[src/rtl/pipe_pkg.sv]
// Shared types for the EX->MEM pipeline register: payload layout, occupancy states
// and default widths for the RV32I datapath.
package pipe_pkg;

    localparam int DATA_WIDTH_DEF       = 32;
    localparam int REG_ADDR_WIDTH_DEF   = 5;
    localparam int RESULT_SRC_WIDTH_DEF = 2;

    typedef struct packed {
        logic                            reg_write;
        logic [RESULT_SRC_WIDTH_DEF-1:0] result_src;
        logic                            mem_write;
        logic [2:0]                      funct3;
        logic [DATA_WIDTH_DEF-1:0]       alu_result;
        logic [DATA_WIDTH_DEF-1:0]       write_data;
        logic [REG_ADDR_WIDTH_DEF-1:0]   rd;
        logic [DATA_WIDTH_DEF-1:0]       pc_plus4;
    } ex_mem_payload_t;

    // Encoding is {main_valid, skid_valid}; 2'b01 is unreachable.
    typedef enum logic [1:0] {
        OCC_EMPTY = 2'b00,
        OCC_ONE   = 2'b10,
        OCC_FULL  = 2'b11
    } occ_state_t;

    function automatic logic occ_main_valid(input occ_state_t s);
        return s[1];
    endfunction

    function automatic logic occ_skid_valid(input occ_state_t s);
        return s[0];
    endfunction

endpackage

[src/rtl/skid_buf.sv]
// Generic one-entry skid buffer: main register feeds the output, skid register absorbs
// the one beat accepted while the consumer stalls. Upstream ready is registered.
//
//   state     | meaning
//   ----------+------------------------------------------------
//   OCC_EMPTY | nothing held, upstream ready
//   OCC_ONE   | main holds the output beat, upstream ready
//   OCC_FULL  | main and skid both hold beats, upstream stalled
module skid_buf
    import pipe_pkg::*;
#(
    parameter int WIDTH = 8
) (
    input  logic             clk,
    input  logic             rst,
    input  logic             i_flush,
    input  logic             i_valid,
    input  logic             i_ready,
    input  logic [WIDTH-1:0] i_data,
    output logic [WIDTH-1:0] o_data,
    output occ_state_t       o_state
);

    occ_state_t       r_state;
    occ_state_t       w_state_nxt;
    logic [WIDTH-1:0] r_main;
    logic [WIDTH-1:0] r_skid;
    logic             w_accept;
    logic             w_retire;
    logic             w_load_main;
    logic             w_load_skid;
    logic             w_skid_to_main;
    logic             w_clear;

    assign w_accept = i_valid && (r_state != OCC_FULL);
    assign w_retire = (r_state != OCC_EMPTY) && i_ready;

    always_comb begin
        w_state_nxt    = r_state;
        w_load_main    = 1'b0;
        w_load_skid    = 1'b0;
        w_skid_to_main = 1'b0;
        w_clear        = 1'b0;
        if (i_flush) begin
            // A same-cycle retire has already been sampled downstream; only held beats die.
            w_state_nxt = OCC_EMPTY;
            w_clear     = 1'b1;
        end else begin
            case (r_state)
                OCC_EMPTY: begin
                    if (w_accept) begin
                        w_load_main = 1'b1;
                        w_state_nxt = OCC_ONE;
                    end
                end
                OCC_ONE: begin
                    if (w_accept && w_retire) begin
                        w_load_main = 1'b1;
                    end else if (w_retire) begin
                        w_state_nxt = OCC_EMPTY;
                    end else if (w_accept) begin
                        w_load_skid = 1'b1;
                        w_state_nxt = OCC_FULL;
                    end
                end
                OCC_FULL: begin
                    if (w_retire) begin
                        w_skid_to_main = 1'b1;
                        w_state_nxt    = OCC_ONE;
                    end
                end
                default: begin
                    w_state_nxt = OCC_EMPTY;
                    w_clear     = 1'b1;
                end
            endcase
        end
    end

    always_ff @(posedge clk) begin
        if (rst) begin
            r_state <= OCC_EMPTY;
        end else begin
            r_state <= w_state_nxt;
        end
    end

    always_ff @(posedge clk) begin
        if (rst || w_clear) begin
            r_main <= '0;
            r_skid <= '0;
        end else begin
            if (w_load_main) begin
                r_main <= i_data;
            end else if (w_skid_to_main) begin
                r_main <= r_skid;
            end
            if (w_load_skid) begin
                r_skid <= i_data;
            end
        end
    end

    assign o_data  = r_main;
    assign o_state = r_state;

    a_no_illegal_occ : assert property (@(posedge clk) disable iff (rst)
        r_state inside {OCC_EMPTY, OCC_ONE, OCC_FULL});

endmodule

[src/rtl/ex_mem_stage.sv]
// EX->MEM pipeline register with valid/ready handshake, skid buffering and flush.
// Define EX_MEM_PERF_CNT_EN to add the stall_cnt/flush_cnt performance counters.
module ex_mem_stage
    import pipe_pkg::*;
#(
    parameter int DATA_WIDTH       = DATA_WIDTH_DEF,
    parameter int REG_ADDR_WIDTH   = REG_ADDR_WIDTH_DEF,
    parameter int RESULT_SRC_WIDTH = RESULT_SRC_WIDTH_DEF
) (
    input  logic                        clk,
    input  logic                        rst,
    input  logic                        flush,
    input  logic                        validE,
    output logic                        readyE,
    input  logic                        RegWriteE,
    input  logic [RESULT_SRC_WIDTH-1:0] ResultSrcE,
    input  logic                        MemWriteE,
    input  logic [2:0]                  Funct3E,
    input  logic [DATA_WIDTH-1:0]       ALUResultE,
    input  logic [DATA_WIDTH-1:0]       WriteDataE,
    input  logic [REG_ADDR_WIDTH-1:0]   RdE,
    input  logic [DATA_WIDTH-1:0]       PCPlus4E,
    output logic                        validM,
    input  logic                        readyM,
    output logic                        RegWriteM,
    output logic [RESULT_SRC_WIDTH-1:0] ResultSrcM,
    output logic                        MemWriteM,
    output logic [2:0]                  Funct3M,
    output logic [DATA_WIDTH-1:0]       ALUResultM,
    output logic [DATA_WIDTH-1:0]       WriteDataM,
    output logic [REG_ADDR_WIDTH-1:0]   RdM,
    output logic [DATA_WIDTH-1:0]       PCPlus4M
`ifdef EX_MEM_PERF_CNT_EN
    ,
    output logic [31:0]                 stall_cnt,
    output logic [31:0]                 flush_cnt
`endif
);

    // Width-parametrised counterpart of pipe_pkg::ex_mem_payload_t.
    typedef struct packed {
        logic                        reg_write;
        logic [RESULT_SRC_WIDTH-1:0] result_src;
        logic                        mem_write;
        logic [2:0]                  funct3;
        logic [DATA_WIDTH-1:0]       alu_result;
        logic [DATA_WIDTH-1:0]       write_data;
        logic [REG_ADDR_WIDTH-1:0]   rd;
        logic [DATA_WIDTH-1:0]       pc_plus4;
    } payload_t;

    payload_t   w_pl_in;
    payload_t   w_pl_out;
    occ_state_t w_occ;
    logic       w_main_valid;
    logic       w_skid_valid;

    assign w_pl_in = '{
        reg_write:  RegWriteE,
        result_src: ResultSrcE,
        mem_write:  MemWriteE,
        funct3:     Funct3E,
        alu_result: ALUResultE,
        write_data: WriteDataE,
        rd:         RdE,
        pc_plus4:   PCPlus4E
    };

    skid_buf #(
        .WIDTH($bits(payload_t))
    ) u_skid_buf (
        .clk     (clk),
        .rst     (rst),
        .i_flush (flush),
        .i_valid (validE),
        .i_ready (readyM),
        .i_data  (w_pl_in),
        .o_data  (w_pl_out),
        .o_state (w_occ)
    );

    assign w_main_valid = occ_main_valid(w_occ);
    assign w_skid_valid = occ_skid_valid(w_occ);

    assign readyE     = ~w_skid_valid;
    assign validM     = w_main_valid;
    // Write enables are masked by registered occupancy so a bubble can never write.
    assign RegWriteM  = w_pl_out.reg_write & w_main_valid;
    assign MemWriteM  = w_pl_out.mem_write & w_main_valid;
    assign ResultSrcM = w_pl_out.result_src;
    assign Funct3M    = w_pl_out.funct3;
    assign ALUResultM = w_pl_out.alu_result;
    assign WriteDataM = w_pl_out.write_data;
    assign RdM        = w_pl_out.rd;
    assign PCPlus4M   = w_pl_out.pc_plus4;

`ifdef EX_MEM_PERF_CNT_EN
    logic [31:0] r_stall_cnt;
    logic [31:0] r_flush_cnt;
    logic [1:0]  w_squash;

    // A main entry retiring alongside the flush was consumed, so it is not counted.
    assign w_squash = {1'b0, w_main_valid & ~readyM} + {1'b0, w_skid_valid};

    always_ff @(posedge clk) begin
        if (rst) begin
            r_stall_cnt <= '0;
            r_flush_cnt <= '0;
        end else begin
            if (w_main_valid && !readyM) begin
                r_stall_cnt <= r_stall_cnt + 32'd1;
            end
            if (flush) begin
                r_flush_cnt <= r_flush_cnt + {30'd0, w_squash};
            end
        end
    end

    assign stall_cnt = r_stall_cnt;
    assign flush_cnt = r_flush_cnt;
`endif

endmodule

[config.mk]
export PLATFORM = sky130hd
export DESIGN_NAME = ex_mem_stage
export DESIGN_NICKNAME = d
export VERILOG_FILES = /design/src/rtl/pipe_pkg.sv /design/src/rtl/skid_buf.sv /design/src/rtl/ex_mem_stage.sv
export SDC_FILE = /design/constraint.sdc
export NUM_CORES = 1
export LEC_CHECK = 0
export BUFFER_PORTS_ARGS = -buffer_cell sky130_fd_sc_hd__buf_2
export CORE_UTILIZATION = 49
export DETAILED_ROUTE_END_ITERATION = 7
export GPL_TIMING_DRIVEN = 0
export PLACE_DENSITY = 0.76
export SLEW_MARGIN = 20
export SYNTH_ARGS = -nofsm -noshare
export SYNTH_HDL_FRONTEND = slang
export SYNTH_SLANG_ARGS = --single-unit
[constraint.sdc]
create_clock -name clk -period 2 [get_ports clk]
set_clock_uncertainty 0.2 [all_clocks]
set_input_delay 0.1 -clock clk [delete_from_list [all_inputs] [get_ports clk]]
set_output_delay 0.1 -clock clk [all_outputs]
set_load 0.02 [all_outputs]
Word level (Yosys, flattened, before mapping)
Index checks and enable logic that the tools add are counted.

storage, ports and cells
  register bits after elaboration = 218
  input bits = 113
  output and inout port bits = 110
  logic and storage cells = 44

operators by class
  eq/ne operators = 7
  muxes and demuxes = 21
  bitwise operators = 3
  reductions and logical operators = 10

operator list
  cell                  count
  $mux W108             2
  $mux W1               12
  $mux W2               5
  $pmux W2 S3           1
  $eq A2 B2 Y1 const B  2
  $ne A2 B1 Y1 const B  2
  $ne A2 B2 Y1 const B  2
  $reduce_and A4 Y1     1
  $reduce_bool A2 Y1    2
  $logic_and A1 B1 Y1   3
  $ne A3 B1 Y1 const B  1
  $reduce_or A3 Y1      1
  $and A1 B1 Y1         2
  $logic_not A2 Y1      1
  $pmux W1 S2           1
  $reduce_or A2 Y1      1
  $logic_or A1 B1 Y1    1
  $not A1 Y1            1

Depth between registers and ports, before layout
  depth after elaboration = 7
  mapped depth = 9
  depth with buffers taken out = 6

Modules after synthesis
Synthesis repeated with hierarchy kept, for this count alone.

unflattened totals
  cells, all modules = 980
  area total of the unflattened synthesis = 8,769.7 µm²

modules (own cells, without submodules)
  module        instances  cells an instance  area each (µm²)  sequential area each (µm²)
  skid_buf      1          977                8,753.4          4,364.2
  ex_mem_stage  1          3                  16.3             0.0

Worst setup path before layout
OpenSTA, ideal clock, no wires.

  path kind = register -> register
  start = register u_skid_buf.r_state[1], in the netlist u_skid_buf.o_state[1]
  end = register u_skid_buf.r_main[54], in the netlist u_skid_buf.o_data[54]
  library setup time = 0.122 ns
  data arrival time = 1.823 ns
  data required time = 1.678 ns
  path slack = -0.144 ns
  stages on the path, launching flop included = 10
  buffers on the path = 3
  clock period less this slack = 2.144 ns
  cells stage by stage = dfxtp_1 > inv_1 > ha_1 > and2b_4 > nand3b_1 > buf_4 > buf_4 > clkbuf_1 > nand2_1 > a31oi_1

on the way
  word-level cells in the longest chain between the ends = 7
  elaborated cells on any way between the ends = 21
  those cells by class = eq/ne (3); mux (10); reduce/logical (8)

RTL lines
  element                                                    line                            RTL
  start: declaration                                         skid_buf.sv:24                  occ_state_t r_state;
  start signal: assignment                                   skid_buf.sv:84                  r_state <= w_state_nxt;
  $ne A2 B2 Y1 / $reduce_bool A2 Y1 (equally long branches)  skid_buf.sv:35, skid_buf.sv:36
  $logic_and A1 B1 Y1, on equally long branches              skid_buf.sv:35, skid_buf.sv:36
  $logic_and A1 B1 Y1                                        skid_buf.sv:57                  if (w_accept && w_retire) begin
  $mux W1                                                    skid_buf.sv:57
  $pmux W1 S2                                                skid_buf.sv:49                  case (r_state)
  $mux W1                                                    skid_buf.sv:44                  if (i_flush) begin
  $mux W108 / $reduce_bool A2 Y1 (equally long branches)     --
  end signal: assignment                                     skid_buf.sv:94                  r_main <= i_data;
  end signal: assignment                                     skid_buf.sv:96                  r_main <= r_skid;
  end: declaration                                           skid_buf.sv:26                  logic [WIDTH-1:0] r_main;

Several ways; a longest one is shown, not always the timed one.
A chain may end at the register's enable or synchronous reset.

Final worst setup path
  start = register u_skid_buf.r_state[0], in the netlist u_skid_buf.o_state[0]
  end = register u_skid_buf.r_main[72], in the netlist u_skid_buf.o_data[72]

The elaborated chain is that of the path after synthesis.

==> reports/metrics.cfg <==
[critical_path]
critPathLaunchType=register
end_kind=register
startpoint=u_skid_buf.o_state[0]
r2r_start=u_skid_buf.o_state[0]
critPathMaxFanout=10
critPathKind=reg -> reg
critical_path_required_ns=2.17
crit_arrival_ns=2.27

[synth]
synth_flop_cell=dfxtp_1
synth_top_family_by_area=compound AO/OA/AOI/OAI gates
netlist_area_mm2=0.00942
synthDistinctLibCells=30
syn_area_per_cell_um2=7.80
synth-xor-area-share=0
ys_seq_area_frac=0.463
yosys_warnings=0
yosys.area_share.simple=0.188
syn-instance-count=1208
synth-edff-count=0
syn_nets=1325
synthMuxAreaShare=0.00106
ys_seq_elements=218
async_reset_ff_frac=0
synth-compound-area-share=0.200
synthAdderAreaFrac=0.00531

[power]
peakVddDrop_uv=661
p_leak_nw=5.61
p_switching_mw=2.52
p_comb_frac=0.142
intPower_mw=7.38
powerDensity_mw_per_mm2=699
swShare=0.254
clockPowerShare=0.403
p_seq_frac=0.455

[routing]
post_drt_via_cell_ratio=5.50
vias=10100
ant_nets=0
firstDrtPassIters=5
drc_errors=0
drtIter0Drc=621
wl_per_cell_um=17.4
wl_um=32100

[floorplanning]
floorplan.rows=50
dieArea_mm2=0.0198
ios=223
initial_core_util=0.502
die_h_um=141
fp.dieW_um=141
core-area_mm2=0.0188

[outcome]
status=finished with violations
violations=setup timing

[clock_network]
htreeDepth=1
tritoncts=built
clkSinkCount=218
clkLatencyLatePin_ns=0.50
cts_made_buffers=23
cts-root-buf=clkbuf_16
cts_buffer_depth=3
clkTransAtPathRegs_ns=0.06

[timing]
final_hold_viol_count=0
max_slew_margin=0.792
max_freq_ghz=0.476
grt_setup_unrepaired=true
setup_viol=73
timing.final.crit_share=1.05
setup_tns_ns=-2.72
slew_violations=0
setup_ws_ns=-0.100
tightest_slew_ns=0.312
min_period_ns=2.10

[placed_design]
post-dp-hpwl_um=17400
dp_cells=1663
io_buffers=221
place_congestion=0.856

[final_layout]
area_delta_synth_final_pct=50.3
drive_gt1_frac=0.387
nNetsFinal=1716
diodes=0
postLayoutCoreUtil=0.754
final_cells=1845

[grt]
grt_pass1_wl_um=44600
grt_pass1_vias=9210
grt.overflow.total=0
antenna_found_initial=0
grt_max_degree=13
grt_util_all_layers=0.276

[min_path]
hold_start=validE
min_path_type=in -> reg

[flow_run]
drv_cap=0

## state kept, by name (all words and copies together) (netlist names)
signal / count
u_skid_buf.o_state: 2
u_skid_buf.o_data: 108
u_skid_buf.r_skid: 108
## routing by layer
| layer | routed length, µm | global-route usage | vias to the layer above |
|---|---|---|---|
| li1 | - | - | 4729 |
| met1 | 12900 | 0.350 | 4822 |
| met2 | 15900 | 0.476 | 498 |
| met3 | 2240 | 0.0384 | 94 |
| met4 | 1090 | 0.106 | 0 |
| met5 | 0 | 0 | - |
## final cells by class
type / instances / area, µm²
inverters: 3 / 16.3
flip-flops and latches: 218 / 4370
plain buffers: 201 / 1710
clock buffers: 35 / 631
clock inverters: 2 / 36.3
well taps: 234 / 293
multi-input cells: 786 / 4480
repair buffers: 366 / 2630
fillers: 1301 / 4610
## timing repair
item,CTS,global route
endpoints found under the setup margin,216,214
pin swaps,6,56
buffers inserted,13,7
hold buffers,114,0
resized for setup,116,320
gates cloned,3,8
hold endpoints to repair,218,0
## critical path: stages, from the launching register on
cell and delay (ns):
dfxtp_4 0.37, inv_4 0.08, ha_4 0.17, a21oi_2 0.07
or3b_4 0.40, buf_8 0.16, buf_2 0.20, o21ai_1 0.23
a31oi_1 0.08
## cell families (layout without fill, tap and decap cells)
logic type	Yosys count	in the layout
and+or+nand+nor	450	450
AOI/OAI and AO/OA	331	331
DFF	218	218
buffers and inverters	204	607
adders and majority gates	4	4
muxes	1	1
## worst paths after layout
| path | endpoint | slack [ns] | cells past startpoint |
|---|---|---|---|
| worst min-delay path | u_skid_buf.o_state[1] | 0.09 | 6 |
| worst max-delay path | u_skid_buf.o_data[72] | -0.10 | 8 |
| worst max register to register | u_skid_buf.o_data[72] | -0.10 | 8 |
| worst min register to register | u_skid_buf.r_skid[52] | 0.25 | 2 |
## cells in the mapped netlist, types with 2 or more instances
cell	instances	area share
clkbuf_1	55	0.022
inv_1	3	0.0012
and2_1	2	0.0013
or3_1	2	0.0013
a21oi_2	20	0.019
a21oi_1	90	0.048
buf_1	3	0.0012
buf_4	109	0.087
dfxtp_1	218	0.46
nand2_1	435	0.17
o21ai_2	2	0.0019
buf_2	14	0.0074
ha_1	4	0.0053
buf_6	20	0.024
nor3_4	2	0.0035
o21ai_0	77	0.041
o21ai_1	30	0.016
a31oi_1	109	0.072
nor2_1	2	0.00080
## cells in the final DEF, fill, tap and decap left out, types with 2 or more instances in the layout
cell / Yosys / final
nand2_1: 435 / 395
buf_2: 14 / 232
dfxtp_1: 218 / 216
buf_4: 109 / 132
dlygate4sd3_1: 0 / 114
a31oi_1: 109 / 94
a21oi_1: 90 / 85
o21ai_1: 30 / 43
buf_6: 20 / 36
o21ai_2: 2 / 36
clkbuf_16: 0 / 30
a21oi_2: 20 / 25
nand2_4: 0 / 23
clkbuf_2: 0 / 20
o21ai_0: 77 / 19
nand2_2: 0 / 17
a31oi_4: 0 / 13
o21ai_4: 0 / 11
clkbuf_1: 55 / 11
clkbuf_4: 0 / 10
buf_12: 0 / 9
buf_8: 0 / 7
inv_4: 0 / 3
ha_4: 0 / 3
and2_1: 2 / 2
nor3_4: 2 / 2
a31oi_2: 0 / 2
dfxtp_4: 0 / 2
## power groups by stage
| stage | sequential, mW | clock [mW] | combinational (mW) |
|---|---|---|---|
| 4_1_cts | 4.49 | 3.99 | 1.18 |
| 6_report | 4.50 | 3.99 | 1.41 |
| 2_1_floorplan | 4.57 | 0 | 0.601 |
| 3_5_place_dp | 4.59 | 0 | 0.951 |
| 3_3_place_gp | 4.59 | 0 | 0.936 |
| 5_1_grt | 4.51 | 4.19 | 1.49 |
## stage by stage
step / setup WS, ns / area [µm²] / power, mW / hold WS (ns)
floorplan: 0.0102 / 9450 / 5.18 / 0.0360
global placement: -0.532 / 10900 / 5.52 / 0.154
detailed placement: -0.575 / 10900 / 5.54 / 0.158
CTS: -0.0243 / 13000 / 9.66 / 0.0647
global route: -0.161 / 14200 / 10.2 / 0.118
finish: -0.100 / 14200 / 9.90 / 0.0877
Note: power is estimated with default switching activity, not from simulation.
